`src/rtl/reg_file.sv`:
```
// LEGv8 integer register file: two combinational read ports, one clocked write port,
// same-cycle write-to-read bypass, top index hardwired to zero (XZR).
module reg_file #(
  parameter int unsigned DATA_WIDTH = 64,
  parameter int unsigned ADDR_WIDTH = 5
) (
  input  logic                  clk,
  input  logic                  reset,
  input  logic [ADDR_WIDTH-1:0] read_reg1,
  input  logic [ADDR_WIDTH-1:0] read_reg2,
  input  logic [ADDR_WIDTH-1:0] write_reg,
  input  logic [DATA_WIDTH-1:0] write_data,
  input  logic                  reg_write,
  output logic [DATA_WIDTH-1:0] read_data1,
  output logic [DATA_WIDTH-1:0] read_data2
);

  localparam int unsigned           NUM_REGS = 2 ** ADDR_WIDTH;
  localparam logic [ADDR_WIDTH-1:0] ZR_IDX   = ADDR_WIDTH'(NUM_REGS - 1);

  logic [DATA_WIDTH-1:0] r_regs [NUM_REGS];
  logic                  w_wr_en;
  logic                  w_byp1;
  logic                  w_byp2;

  // Writes to XZR and writes under reset are dropped; the same qualifier gates bypass.
  assign w_wr_en = reg_write && !reset && (write_reg != ZR_IDX);
  assign w_byp1  = w_wr_en && (write_reg == read_reg1);
  assign w_byp2  = w_wr_en && (write_reg == read_reg2);

  always_ff @(posedge clk or posedge reset) begin
    if (reset) begin
      for (int i = 0; i < int'(NUM_REGS); i++) begin
        r_regs[i] <= '0;
      end
    end else if (w_wr_en) begin
      r_regs[write_reg] <= write_data;
    end
  end

  // Read muxes: reset and XZR force zero ahead of bypass and array contents.
  always_comb begin
    read_data1 = '0;
    read_data2 = '0;
    if (!reset) begin
      if (read_reg1 == ZR_IDX)  read_data1 = '0;
      else if (w_byp1)          read_data1 = write_data;
      else                      read_data1 = r_regs[read_reg1];

      if (read_reg2 == ZR_IDX)  read_data2 = '0;
      else if (w_byp2)          read_data2 = write_data;
      else                      read_data2 = r_regs[read_reg2];
    end
  end

endmodule

```
`config.mk`:
```
export PLATFORM = sky130hd
export DESIGN_NAME = reg_file
export DESIGN_NICKNAME = d
export VERILOG_FILES = /design/src/rtl/reg_file.sv
export SDC_FILE = /design/constraint.sdc
export NUM_CORES = 2
export LEC_CHECK = 0
export CAP_MARGIN = 15
export CORE_UTILIZATION = 35
export CTS_BUF_LIST = sky130_fd_sc_hd__clkbuf_2
export CTS_CLUSTER_SIZE = 30
export DETAILED_ROUTE_END_ITERATION = 10
export HOLD_SLACK_MARGIN = 0.1
export PLACE_DENSITY = 0.6
export SYNTH_ARGS = -nofsm -noshare
export SYNTH_HDL_FRONTEND = slang
export SYNTH_SLANG_ARGS = --single-unit
```
`constraint.sdc`:
```
create_clock -name clk -period 48 [get_ports clk]
set_input_delay 7.2 -clock clk [delete_from_list [all_inputs] [get_ports clk]]
set_output_delay 7.2 -clock clk [all_outputs]
set_load 0.01 [all_outputs]
```
Yosys cells after proc, flatten, opt, wreduce, memory -nomap -nowiden
Index checks and enable logic that the tools add are counted.
{"block": "word_totals", "output_inout_bits": 128, "reg_bits": 2048, "inputBits": 82, "word_cells": 65}
{"block": "op_classes", "n_eq_ne": 5, "magnitude_cmp": 4, "n_reduce_logical": 6, "bitwise_logic": 3, "n_mux": 15}
{"operator": "bitwise mux 2048 bit", "count": 1}
{"operator": "two-way mux 64 bit", "count": 11}
{"operator": "binary-select mux 64 bit (select 5 bit)", "count": 2}
{"operator": "demux 64 bit (select 5 bit)", "count": 1}
{"operator": "greater-or-equal comparator 6 bit (second input constant)", "count": 3}
{"operator": "inverter 5 -> 6 bit", "count": 3}
{"operator": "equality test 5 bit", "count": 2}
{"operator": "equality test 5 bit (second input constant)", "count": 2}
{"operator": "< comparator 6 x 1 -> 1 bit (second input constant)", "count": 1}
{"operator": "logical AND 1 bit", "count": 5}
{"operator": "!= test 5 bit (second input constant)", "count": 1}
{"operator": "zero test 1 bit", "count": 1}

Longest topological paths before layout
{"block": "logic_depth", "ltp_word": 7, "depth_mapped": 11}

Least setup slack after synthesis
No wires, ideal clock.
{"block": "synth_path", "path_kind": "input-to-output", "startpoint": "in reset", "endpoint": "out read_data2[10]", "stages": 5, "t_arrival_ps": 34764, "slack_ps": 6036, "cell_sequence": "inv_2 > nand2_1 > nor3_2 > clkbuf_1 > a22o_1"}
{"block": "synth_between", "elab_chain_cells": 7}
{"item": "start: declaration", "line": "8", "text": "input logic reset,"}
{"item": "zero test 1 bit"}
{"item": "logical AND 1 bit (2 in series)", "line": "27", "text": "assign w_wr_en = reg_write && !reset && (write_reg != ZR_IDX);"}
{"item": "logical AND 1 bit", "line": "29", "text": "assign w_byp2 = w_wr_en && (write_reg == read_reg2);"}
{"item": "two-way mux 64 bit", "line": "51", "text": "else if (w_byp2) read_data2 = write_data;"}
{"item": "two-way mux 64 bit", "line": "50", "text": "if (read_reg2 == ZR_IDX) read_data2 = '0;"}
{"item": "two-way mux 64 bit *", "line": "45", "text": "if (!reset) begin"}
{"item": "end: declaration", "line": "15", "text": "output logic [DATA_WIDTH-1:0] read_data2"}
Mark *: on every way between the ends. The rest lies on a longest branch, timed or not.

Worst setup path in the final report
{"block": "layout_path", "startpoint": "in read_reg1[1]", "endpoint": "out read_data1[28]"}
{"block": "layout_between", "elab_chain_cells": 7}
{"item": "start: declaration", "line": "9", "text": "input logic [ADDR_WIDTH-1:0] read_reg1,"}
{"item": "inverter 5 -> 6 bit (not written as such)", "line": "48", "text": "else read_data1 = r_regs[read_reg1];"}
{"item": "binary-select mux 64 bit (select 5 bit)", "line": "48"}
{"item": "two-way mux 64 bit (not written as such) (2 in series)", "line": "48"}
{"item": "two-way mux 64 bit", "line": "47", "text": "else if (w_byp1) read_data1 = write_data;"}
{"item": "two-way mux 64 bit *", "line": "46", "text": "if (read_reg1 == ZR_IDX) read_data1 = '0;"}
{"item": "two-way mux 64 bit *", "line": "45"}
{"item": "end: declaration", "line": "14", "text": "output logic [DATA_WIDTH-1:0] read_data1,"}
Mark *: on every way between the ends. The rest lies on a longest branch, timed or not. The select of a mux whose other input is x is not followed.

==> impl_metrics.env <==
export IMPL_outcome="completed"
export IMPL_max_slew_worst_pin_slew_ps=1320
export IMPL_post_cts_buffers=0
export IMPL_worstRegToRegCells=1
export IMPL_maxSlewViolCount=0
export IMPL_synth_top_cells_by_area="sky130_fd_sc_hd__dfrtp_1, sky130_fd_sc_hd__mux2_2, sky130_fd_sc_hd__mux4_2, sky130_fd_sc_hd__mux2i_1, sky130_fd_sc_hd__clkbuf_1"
export IMPL_finalNetCount=7753
export IMPL_grt_max_degree=174
export IMPL_synth_area_leader_cell="sky130_fd_sc_hd__dfrtp_1"
export IMPL_timing_rr_start="r_regs[1268]$_DFFE_PP0P_"
export IMPL_via_count_of_the_first_global_routing_pass=78925
export IMPL_wl_final_um=406000
export IMPL_cap_violations=0
export IMPL_timing_hold_worst_endpoint="r_regs[0]$_DFFE_PP0P_"
export IMPL_dominant_cell_by_count_in_the_synthesized_netlist="sky130_fd_sc_hd__dfrtp_1"
export IMPL_worst_r2r_setup_slack_ps=47180
export IMPL_timing_critical_path_arrival_ps=12980
export IMPL_post_route_util_pct=38.6
export IMPL_grt_resource_usage_total_pct=25.4
export IMPL_p_total_uw=4170
export IMPL_power_density_mw_per_mm2=34.7
export IMPL_tritoncts_num_buffers=580
export IMPL_vdd_drop_max_mv=0.0298
export IMPL_async_flop_share_pct=100
export IMPL_route_antenna_remaining_nets=0
export IMPL_post_synth_top_area_fraction_pct=46.7
export IMPL_cells_after_synth=7542
export IMPL_top_level_ports=210
export IMPL_post_cts_resized=0
export IMPL_antenna_found_initial=43
export IMPL_top_register="r_regs"
export IMPL_max_clock_freq_mhz=49.5
export IMPL_cts_reportedPaths_clkPinSlew_ps=80
export IMPL_dr_pass1_iters=6
export IMPL_leading_register_cell_type_out_of_synthesis="sky130_fd_sc_hd__dfrtp_1"
export IMPL_tritoncts="built"
export IMPL_synthesis_to_finish_area_growth_pct=9.60
export IMPL_detailedRoute_firstIterationViolations=8265
export IMPL_grt_remaining_overflow=0
export IMPL_dp_hpwl_um=223000
export IMPL_timing_critical_path_required_ps=40800
export IMPL_totalNegativeSetupSlack_ps=0
export IMPL_routabilityCongestion=0.815
export IMPL_final_instance_count_excl_fill=12204
export IMPL_cellLeakagePower_uw=0.0544
export IMPL_synth_net_count=7624
export IMPL_width_of_the_die_um=562
export IMPL_initial_utilization_pct=35.2
export IMPL_r2r_end="r_regs[1268]$_DFFE_PP0P_"
export IMPL_ctsRootBufferMaster="sky130_fd_sc_hd__clkbuf_2"
export IMPL_drt_vias_per_instance=6.22
export IMPL_yosysUniqueCellTypes=56
export IMPL_die_area_mm2=0.316
export IMPL_final_setup_skew_ps=0
export IMPL_worst_setup_path_type="input port to output pin"
export IMPL_cell_count_after_placement=11220
export IMPL_number_of_flip_flops_in_the_largest_register=2048
export IMPL_post_synth_instance_area_mm2=0.110
export IMPL_port_buffer_count=209
export IMPL_synth_edff_count=0
export IMPL_worstHoldStart="r_regs[0]$_DFFE_PP0P_"
export IMPL_layout_top_registers="r_regs (2048)"
export IMPL_cts_num_sinks=2048
export IMPL_floorplan_rows=205
export IMPL_setup_worst_path_start_class="input port"
export IMPL_crit_fanout=67
export IMPL_timing_hold_worst_path_depth=0
export IMPL_synth_commonest_cells="sky130_fd_sc_hd__dfrtp_1, sky130_fd_sc_hd__mux2_2, sky130_fd_sc_hd__mux4_2, sky130_fd_sc_hd__mux2i_1, sky130_fd_sc_hd__clkbuf_1"
export IMPL_endpoint_kind="output pin"
export IMPL_vias=75934
export IMPL_ys_warnings_count=0
export IMPL_clock_tree_htree_level_count=6
export IMPL_setup_viol_count_final=0
export IMPL_post_synth_cell_area_avg_um2=14.6
export IMPL_num_fill_cells=29587
export IMPL_route_detailed_wl_per_inst_um=33.3
export IMPL_clock_path_buffers=4
export IMPL_global_route_wire_length_before_repair_um=582000
export IMPL_rsz0062_at_grt="no"
export IMPL_floorplan_core_area_mm2=0.312
export IMPL_drive_above_1_share_pct=49.8
export IMPL_post_cts_hold_buffer_count=0
export IMPL_worst_slew_margin_relative_to_its_limit_pct=11.7
export IMPL_post_synthesis_sequential_area_ratio_pct=46.7
export IMPL_die_y_um=562
export IMPL_period_minus_slack_ps=20180
export IMPL_share_of_the_clock_period_used_by_the_worst_path_pct=42.1
export IMPL_postSynthRegisterBits=2048
export IMPL_finalHoldViolCount=0
export IMPL_clk_latency_ps=1750
export IMPL_timing_hold_worst_class="flip-flop to flip-flop"
export IMPL_remaining_drc_errors=0
[through the flow]
stage	area (um2)	hold WS (ps)	worst slack, ps
5_1_grt	120000	417	27730
2_1_floorplan	110000	440	6040
6_report	120000	396	27820
4_1_cts	120000	402	27820
3_5_place_dp	115000	382	27850
3_3_place_gp	115000	376	27770
[cell usage in the layout (no fill, tap or decap), types with 15 or more instances in the layout]
master and instances:
sky130_fd_sc_hd__o221ai_1 20, sky130_fd_sc_hd__mux2_2 2036, sky130_fd_sc_hd__mux4_2 773, sky130_fd_sc_hd__clkbuf_2 853
sky130_fd_sc_hd__nor2b_1 38, sky130_fd_sc_hd__mux2_1 26, sky130_fd_sc_hd__nor3_1 39, sky130_fd_sc_hd__clkdlybuf4s50_1 199
sky130_fd_sc_hd__buf_4 202, sky130_fd_sc_hd__a32oi_1 20, sky130_fd_sc_hd__nand3_1 21, sky130_fd_sc_hd__o41ai_1 22
sky130_fd_sc_hd__a221oi_1 97, sky130_fd_sc_hd__mux2i_1 609, sky130_fd_sc_hd__a22o_1 64, sky130_fd_sc_hd__clkinv_1 68
sky130_fd_sc_hd__nand2_4 18, sky130_fd_sc_hd__nor2_4 15, sky130_fd_sc_hd__nand2b_1 25, sky130_fd_sc_hd__o211ai_1 58
sky130_fd_sc_hd__o22ai_1 215, sky130_fd_sc_hd__o21ai_0 114, sky130_fd_sc_hd__dfrtp_1 2048, sky130_fd_sc_hd__a21oi_1 23
sky130_fd_sc_hd__or3_1 19, sky130_fd_sc_hd__a211oi_1 85, sky130_fd_sc_hd__diode_2 24, sky130_fd_sc_hd__a22oi_1 36
sky130_fd_sc_hd__nand2_1 93
[report_power, final]
group	leakage (uW)	internal, uW	switching [uW]
Clock	0.00384	503	773
Sequential	0.0273	1940	167
Combinational	0.0233	429	358
[cells by family (layout without fill, tap and decap cells)]
logic type / count (synthesis) / count (layout) / share of synthesized area (%)
mux: 3444 / 3444 / 42.6
flops: 2048 / 2048 / 46.7
buf+inv: 897 / 1395 / 3.73
compound gates: 826 / 826 / 5.45
simple gates: 317 / 317 / 1.46
xor+xnor: 10 / 10 / 0.0798
other cells: 0 / 24 / 0
[worst max-delay path, cell delays in order]
cell,delay (ps)
sky130_fd_sc_hd__buf_8,530
sky130_fd_sc_hd__buf_4,600
sky130_fd_sc_hd__buf_4,570
sky130_fd_sc_hd__buf_4,710
sky130_fd_sc_hd__buf_4,810
sky130_fd_sc_hd__mux2i_1,160
sky130_fd_sc_hd__a221oi_1,350
sky130_fd_sc_hd__a221oi_1,170
sky130_fd_sc_hd__o41ai_1,960
sky130_fd_sc_hd__buf_4,240
sky130_fd_sc_hd__clkdlybuf4s50_1,530
[layer usage]
metal  routed length (um)  vias to the layer above  global-route usage, %
met3                38300                     1040                   6.90
met2               187000                     4041                   39.5
met4                17100                       34                   10.8
met5                  214                        -                      0
li1                     -                    29786                      -
met1               164000                    41033                   33.3
[layout make-up]
cell class                      count  area, um2  share of cell area, %
Clock buffer                      853       4270                   3.55
Inverter                           11       57.6                 0.0479
Clock inverter                     98        578                  0.481
Multi-Input combinational cell   4597      54800                   45.5
Antenna cell                       24       60.1                 0.0499
Tap cell                         4140       5180                   4.31
Timing Repair Buffer              433       4110                   3.42
Sequential cell                  2048      51200                   42.6
[how the worst max path moves through the flow]
stage | startpoint | end | slack [ps]
after floorplan | reset | read_data2[10] | 6040
final | read_reg1[1] | read_data1[28] | 27820
after CTS | read_reg1[1] | read_data1[28] | 27820
after detailed placement | read_reg1[1] | read_data1[28] | 27850
after global placement | read_reg1[1] | read_data1[28] | 27770
after global routing | read_reg1[1] | read_data1[28] | 27730
Power figures use the tool's default switching activity.
